`src/rtl/mult_div_unit.sv`:
```
// Iterative 32x32 multiply (shift-add) / divide (restoring) unit holding MIPS HI/LO.
// Latency: WIDTH+1 edges from the accept edge to the Done pulse, with Hi/Lo committed on that same edge.
// Backpressure: Busy is high while an operation runs; Start and mthi/mtlo are ignored, not queued, while Busy=1.
//
// Ports:
//   Clock, Reset_n           - clock; asynchronous active-low reset
//   Start, Op[1:0]           - request: 00 MULT, 01 MULTU, 10 DIV, 11 DIVU
//   Operand_A, Operand_B     - rs / rt values, sampled only on the accept edge
//   Hi_Write, Lo_Write,
//   Write_Data               - mthi / mtlo, applied only while idle
//   Busy, Done, Div_By_Zero  - status; Div_By_Zero is qualified by Done
//   Hi, Lo                   - architectural HI/LO registers
module mult_div_unit #(
    parameter int WIDTH = 32
) (
    input  logic             Clock,
    input  logic             Reset_n,
    input  logic             Start,
    input  logic [1:0]       Op,
    input  logic [WIDTH-1:0] Operand_A,
    input  logic [WIDTH-1:0] Operand_B,
    input  logic             Hi_Write,
    input  logic             Lo_Write,
    input  logic [WIDTH-1:0] Write_Data,
    output logic             Busy,
    output logic             Done,
    output logic             Div_By_Zero,
    output logic [WIDTH-1:0] Hi,
    output logic [WIDTH-1:0] Lo
);

    localparam int CW = $clog2(WIDTH);

    typedef enum logic [1:0] {
        S_IDLE = 2'd0,
        S_RUN  = 2'd1,
        S_FIX  = 2'd2
    } state_t;

    state_t           r_state;
    logic [CW-1:0]    r_cnt;
    logic             r_is_div;
    logic [WIDTH-1:0] r_hi_acc;   // multiply: product high half / divide: partial remainder
    logic [WIDTH-1:0] r_lo_acc;   // multiply: multiplier shifting out / divide: dividend -> quotient
    logic [WIDTH-1:0] r_b;        // magnitude of multiplicand or divisor
    logic [WIDTH-1:0] r_raw_a;    // untouched Operand_A, returned in Hi on divide by zero
    logic             r_neg_q;    // negate product / quotient at commit
    logic             r_neg_r;    // negate remainder at commit (dividend was negative)
    logic             r_dbz;
    logic             r_done;
    logic             r_dbz_out;
    logic [WIDTH-1:0] r_hi;
    logic [WIDTH-1:0] r_lo;

    // Signed ops are the ones with Op[0]=0; unsigned ops never see a sign.
    logic             w_a_neg;
    logic             w_b_neg;
    logic [WIDTH-1:0] w_a_abs;
    logic [WIDTH-1:0] w_b_abs;

    assign w_a_neg = ~Op[0] & Operand_A[WIDTH-1];
    assign w_b_neg = ~Op[0] & Operand_B[WIDTH-1];
    // -(-2^(WIDTH-1)) stays 2^(WIDTH-1), which is the correct unsigned magnitude.
    assign w_a_abs = w_a_neg ? -Operand_A : Operand_A;
    assign w_b_abs = w_b_neg ? -Operand_B : Operand_B;

    // Shift-add step: add multiplicand when the multiplier LSB is set, then
    // shift the whole {carry, hi, lo} right by one.
    logic [WIDTH:0]   w_mul_sum;
    assign w_mul_sum = {1'b0, r_hi_acc} + (r_lo_acc[0] ? {1'b0, r_b} : {(WIDTH+1){1'b0}});

    // Restoring step: the remainder is always below the divisor, so the
    // shifted value fits WIDTH+1 bits and the sign of the difference is the
    // "does it fit" decision.
    logic [WIDTH:0]   w_shift;
    logic [WIDTH:0]   w_diff;
    logic             w_fits;
    assign w_shift = {r_hi_acc, r_lo_acc[WIDTH-1]};
    assign w_diff  = w_shift - {1'b0, r_b};
    assign w_fits  = ~w_diff[WIDTH];

    // Commit-time sign application.
    logic [2*WIDTH-1:0] w_prod;
    logic [2*WIDTH-1:0] w_prod_s;
    logic [WIDTH-1:0]   w_quo;
    logic [WIDTH-1:0]   w_rem;
    assign w_prod   = {r_hi_acc, r_lo_acc};
    assign w_prod_s = r_neg_q ? -w_prod : w_prod;
    assign w_quo    = r_neg_q ? -r_lo_acc : r_lo_acc;
    assign w_rem    = r_neg_r ? -r_hi_acc : r_hi_acc;

    always_ff @(posedge Clock or negedge Reset_n) begin
        if (!Reset_n) begin
            r_state   <= S_IDLE;
            r_cnt     <= '0;
            r_is_div  <= 1'b0;
            r_hi_acc  <= '0;
            r_lo_acc  <= '0;
            r_b       <= '0;
            r_raw_a   <= '0;
            r_neg_q   <= 1'b0;
            r_neg_r   <= 1'b0;
            r_dbz     <= 1'b0;
            r_done    <= 1'b0;
            r_dbz_out <= 1'b0;
            r_hi      <= '0;
            r_lo      <= '0;
        end else begin
            r_done    <= 1'b0;
            r_dbz_out <= 1'b0;
            case (r_state)
                S_IDLE: begin
                    if (Hi_Write) r_hi <= Write_Data;
                    if (Lo_Write) r_lo <= Write_Data;
                    if (Start) begin
                        r_is_div <= Op[1];
                        r_hi_acc <= '0;
                        r_lo_acc <= w_a_abs;
                        r_b      <= w_b_abs;
                        r_raw_a  <= Operand_A;
                        r_neg_q  <= w_a_neg ^ w_b_neg;
                        r_neg_r  <= w_a_neg;
                        r_dbz    <= Op[1] & (Operand_B == '0);
                        r_cnt    <= '0;
                        r_state  <= S_RUN;
                    end
                end
                S_RUN: begin
                    if (r_is_div) begin
                        r_hi_acc <= w_fits ? w_diff[WIDTH-1:0] : w_shift[WIDTH-1:0];
                        r_lo_acc <= {r_lo_acc[WIDTH-2:0], w_fits};
                    end else begin
                        r_hi_acc <= w_mul_sum[WIDTH:1];
                        r_lo_acc <= {w_mul_sum[0], r_lo_acc[WIDTH-1:1]};
                    end
                    r_cnt <= r_cnt + CW'(1);
                    if (r_cnt == CW'(WIDTH-1)) r_state <= S_FIX;
                end
                S_FIX: begin
                    if (r_is_div) begin
                        if (r_dbz) begin
                            r_lo <= '1;
                            r_hi <= r_raw_a;
                        end else begin
                            r_lo <= w_quo;
                            r_hi <= w_rem;
                        end
                    end else begin
                        {r_hi, r_lo} <= w_prod_s;
                    end
                    r_done    <= 1'b1;
                    r_dbz_out <= r_dbz;
                    r_state   <= S_IDLE;
                end
                default: r_state <= S_IDLE;
            endcase
        end
    end

    assign Busy        = (r_state != S_IDLE);
    assign Done        = r_done;
    assign Div_By_Zero = r_dbz_out;
    assign Hi          = r_hi;
    assign Lo          = r_lo;

endmodule

```
`config.mk`:
```
export PLATFORM = sky130hd
export DESIGN_NAME = mult_div_unit
export DESIGN_NICKNAME = d
export VERILOG_FILES = /design/src/rtl/mult_div_unit.sv
export SDC_FILE = /design/constraint.sdc
export NUM_CORES = 1
export LEC_CHECK = 0
export CORE_UTILIZATION = 47
export DETAILED_ROUTE_END_ITERATION = 16
export PLACE_DENSITY = 0.77
export SETUP_SLACK_MARGIN = 0.05
export SLEW_MARGIN = 20
export SYNTH_ARGS = -nofsm -noshare
export SYNTH_HDL_FRONTEND = slang
export SYNTH_SLANG_ARGS = --single-unit
```
`constraint.sdc`:
```
create_clock -name Clock -period 7.6 [get_ports Clock]
set_input_delay 2.28 -clock Clock [delete_from_list [all_inputs] [get_ports Clock]]
set_output_delay 2.28 -clock Clock [all_outputs]
set_load 0.005 [all_outputs]
```
# == Word level (Yosys, flattened, before mapping) ==
# Cells that the tools add are included.
# word_totals
ff_bits,205
in_bits,103
output_inout_bits,67
wordCells,73
# classes
n_addsub,8
n_eq_ne,7
muxes,28
bitwise,6
reduce_logical,10
# ops
op,n
$mux 32,16
$pmux 32 s2,4
$neg 32->32,4
$mux 64,1
$neg 64->64,1
$add 32x32->33,1
$sub 33x32->33,1
$logic_not 32->1,1
$pmux 5 s2,1
$reduce_and 2->1,5
$ne 2x2->1 const B,4
$reduce_bool 2->1,3
$add 5x1->5 const B,1
$eq 5x5->1 const B,1
$mux 5,1
$mux 2,2
$pmux 2 s2,1
$and 1x1->1,3
$eq 2x1->1 const B,1
$eq 2x2->1 const B,1
$logic_not 2->1,1
$mux 1,2
$not 1->1,2
$xor 1x1->1,1

# == Depth between registers and ports, before layout ==
# depth
depth_word,5
mapped_depth,13
ltp_nobuf,13

# == Worst setup path before layout ==
# No wires, ideal clock.
# synth_path
path_kind,input -> register
from,input port Operand_A[16]
to,register r_lo_acc[29]
setup_ps,137
arrival_time_ps,4421
required_time_ps,7463
slack_ps,3042
path_stages,9
n_path_buf,0
path_cell_list,or4_1 or4_1 nor3_1 nand2_1 o41ai_1 xor2_1 nor2_1 a211oi_1 a21oi_1
# synth_between
elab_chain_len,4
# synth_lines
item,line_no,rtl
from (decl),20,"input logic [WIDTH-1:0] Operand_A,"
$neg 32->32,64,assign w_a_abs = w_a_neg ? -Operand_A : Operand_A;
$mux 32,64,
$mux 32,115,if (Start) begin
$pmux 32 s2,111,case (r_state)
to (signal assigned),118,r_lo_acc <= w_a_abs;
to (signal assigned),131,"r_lo_acc <= {r_lo_acc[WIDTH-2:0], w_fits};"
to (signal assigned),134,"r_lo_acc <= {w_mul_sum[0], r_lo_acc[WIDTH-1:1]};"
to (decl),44,logic [WIDTH-1:0] r_lo_acc;
# Every way passes these cells. The select of a mux whose other input is x is not followed.
# A chain may end at the register's enable or synchronous reset.

# == Worst setup path after layout ==
# layout_path
from,input port Operand_A[2]
to,register r_lo_acc[29]
# Same word-level chain as after synthesis.

==> flow_summary.toml <==
[worst_setup_path]
r2r_start = "r_lo_acc[31]$_DFFE_PN0P_"
worstPathArrival_ns = 5.27
worstRegToRegCells = 14
reg2reg_to = "r_hi_acc[3]$_DFFE_PN0P_"
crit_type = "in2reg"
path_max_fanout = 7
required_ns = 8.03
end_kind = "register"
cp-start-kind = "input port"
reg2reg_slack_ns = 3.22

[yosys]
syn_area_per_cell_sq_um = 7.89
synth_edf_count = 0
syn-num-nets = 2261
synth.cell_area_sq_um = 16500
yosys_warnings = 0
ys_types = 82
synthArstFlopShare_pct = 100
synthFlopType = "dfrtp_1"
synth-seq-cells = 205
synth.yosys.seq_area_share_pct = 31.2
syn_inst = 2086

[timing]
finalHoldViolations = 0
fmax_mhz = 207
worstMarginPinSlew_ns = 1.21
fin_crit_sh_pct = 63.6
slew_violations = 0
rsz0062_at_grt = "no"
layout_setup_ws_ns = 2.77
fin_crit_ns = 4.83
finalClockSkew_ns = 0.0319
setup_violations = 0
final.setup.tns_ns = 0
relSlewSlack_pct = 18.4

[power_and_ir_drop]
power.density_nw_per_um2 = 475
leakage_nw = 8.06
vdd_drop_max_uv = 289
p_total_w = 0.00910

[grt]
use_met1_pct = 40.8
antenna_found_initial = 0
grt_pass1_wl_microns = 83400
grt_start_max_net_pins = 125
grt_use_met2_pct = 46.5
grt.overflow.total = 0
grt_pass1_vias = 14900
grt_util_met3_pct = 4.26
grt.total_usage_pct = 29.6
grt.busiest_layer = "met2"

[routing]
first_pass_iters = 11
drt-total-wl_microns = 53700
ant_nets = 0
vias = 16200
post_drt_wl_per_cell_microns = 20.4
routed_via_density = 6.17
drc = 1
initialDrtViolationCount = 1465

[place]
port_buffers = 169
dp_hpwl_microns = 40700
pre_cts_ws_ns = 2.29
gp_congestion = 0.975
dp_cells = 2584

[die]
placementRows = 68
initial_utilization_pct = 47.7
die_y_microns = 189
die_area_sq_um = 35800
io_pins = 170
fp.dieW_microns = 189
core_sq_um = 34500

[worst_hold_path]
hold_path_class = "reg2reg"
hold_path_depth = 2
min_to = "r_b[28]$_DFFE_PN0P_"
hp-start = "r_b[28]$_DFFE_PN0P_"

[clocking]
cts_root_buffer = "clkbuf_16"
cts.clk_slew.worst_paths_ns = 0.06
post_cts_resized = 0
cts_buffer_depth = 3
post-cts-setup-buffer-count = 0
ctsHoldBuffers = 0
htreeDepth = 1
cts_tree = "yes"
insertion_delay_ns = 0.56
numCtsBuffers = 23
cts_sinks = 205

[status]
status = "finished, violations left"
violations = "DRC"

[cells_and_area]
synthToLayoutAreaGrowth_pct = 16.4
mostFrequentLayoutCells = "nand2_1, o21ai_0, dfrtp_1"
finalNetCount = 2330
diodes = 0
fin_cells = 2625
drive_above_1_share_pct = 4.42
layout_commonest_cell = "nand2_1"

[flow_run]
maxCapViolCount = 0
[cells by family (layout without fill, tap and decap cells)]
group | count (synthesis) | count (layout) | synth area share (%)
simple gates | 688 | 688 | 19.3
compound gates | 659 | 659 | 25.1
buf+inv | 209 | 293 | 4.86
flops | 205 | 205 | 31.2
xor+xnor | 180 | 180 | 9.58
mux | 73 | 73 | 4.45
fa+ha+maj | 72 | 72 | 5.56
[worst max-delay path by stage]
| stage | from | end | slack [ns] | cells past startpoint |
|---|---|---|---|---|
| 3_5_place_dp | Operand_A[16] | r_lo_acc[29]$_DFFE_PN0P_ | 2.29 | 10 |
| 3_3_place_gp | Operand_A[16] | r_lo_acc[29]$_DFFE_PN0P_ | 2.31 | 10 |
| 2_1_floorplan | Operand_A[16] | r_lo_acc[29]$_DFFE_PN0P_ | 3.04 | 9 |
| 4_1_cts | Operand_A[16] | r_lo_acc[29]$_DFFE_PN0P_ | 2.85 | 10 |
| 6_report | Operand_A[2] | r_lo_acc[29]$_DFFE_PN0P_ | 2.77 | 10 |
| 5_1_grt | Operand_A[2] | r_lo_acc[29]$_DFFE_PN0P_ | 2.49 | 10 |
[power by group]
group	total [W]	internal [W]	leakage [nW]	switching, W
registers	0.00242	0.00162	2.52	0.000803
clock network	0.00117	0.000687	0.396	0.000481
logic	0.00551	0.00241	5.14	0.00310
total	0.00910	0.00472	8.06	0.00438
[synthesized netlist by cell type (37+ instances only)]
master / n / share of area [%]
o21ai_0: 228 / 6.9
o211ai_1: 43 / 2.0
nor2_1: 132 / 3.0
inv_1: 67 / 1.5
nand2_1: 328 / 7.5
xnor2_1: 108 / 5.7
mux2i_1: 71 / 4.3
o22ai_1: 43 / 1.6
dfrtp_1: 205 / 31
xor2_1: 72 / 3.8
nand3_1: 37 / 1.1
ha_1: 70 / 5.3
clkbuf_1: 115 / 2.6
a21oi_1: 122 / 3.7
[worst max-delay path, stage by stage]
cell and delay [ns]:
clkdlybuf4s50_1 0.52, nor4_1 0.62, nand4b_1 0.39, nor3_1 0.41
nand2_1 0.16, o41ai_1 0.36, xor2_1 0.21, nor2_1 0.06
a211oi_1 0.20, a21oi_1 0.06
[per-layer routing]
| layer | share of wire, % | wire, microns |
|---|---|---|
| met2 | 44 | 23700 |
| met4 | 4.5 | 2390 |
| met5 | 0 | 0 |
| met1 | 43 | 23000 |
| met3 | 8.5 | 4580 |
[sequential cells by signal (all words and copies together) (netlist names)]
| signal | cells |
|---|---|
| r_cnt | 5 |
| Done | 1 |
| Hi | 32 |
| r_hi_acc | 32 |
| r_neg_q | 1 |
| r_b | 32 |
| r_state | 2 |
| r_dbz | 1 |
| r_is_div | 1 |
| Lo | 32 |
| Div_By_Zero | 1 |
| r_lo_acc | 32 |
| r_neg_r | 1 |
| r_raw_a | 32 |
[metrics by stage]
| stage | hold slack, ns | area (sq um) | util [%] |
|---|---|---|---|
| floorplan | 0.440 | 16500 | - |
| global placement | 0.463 | 18300 | 53.1 |
| detailed placement | 0.468 | 18300 | 53.1 |
| CTS | 0.483 | 19100 | 55.4 |
| global route | 0.493 | 19200 | 55.5 |
| finish | 0.481 | 19200 | 55.5 |
[area by class of cell]
| class | count | area [sq um] |
|---|---|---|
| well taps | 455 | 569 |
| clock inverters | 6 | 73.8 |
| flip-flops and latches | 205 | 5130 |
| inverters | 69 | 259 |
| clock buffers | 34 | 717 |
| repair buffers | 184 | 1830 |
| fillers | 3275 | 15400 |
| multi-input cells | 1672 | 10600 |
Power figures use the tool's default switching activity.
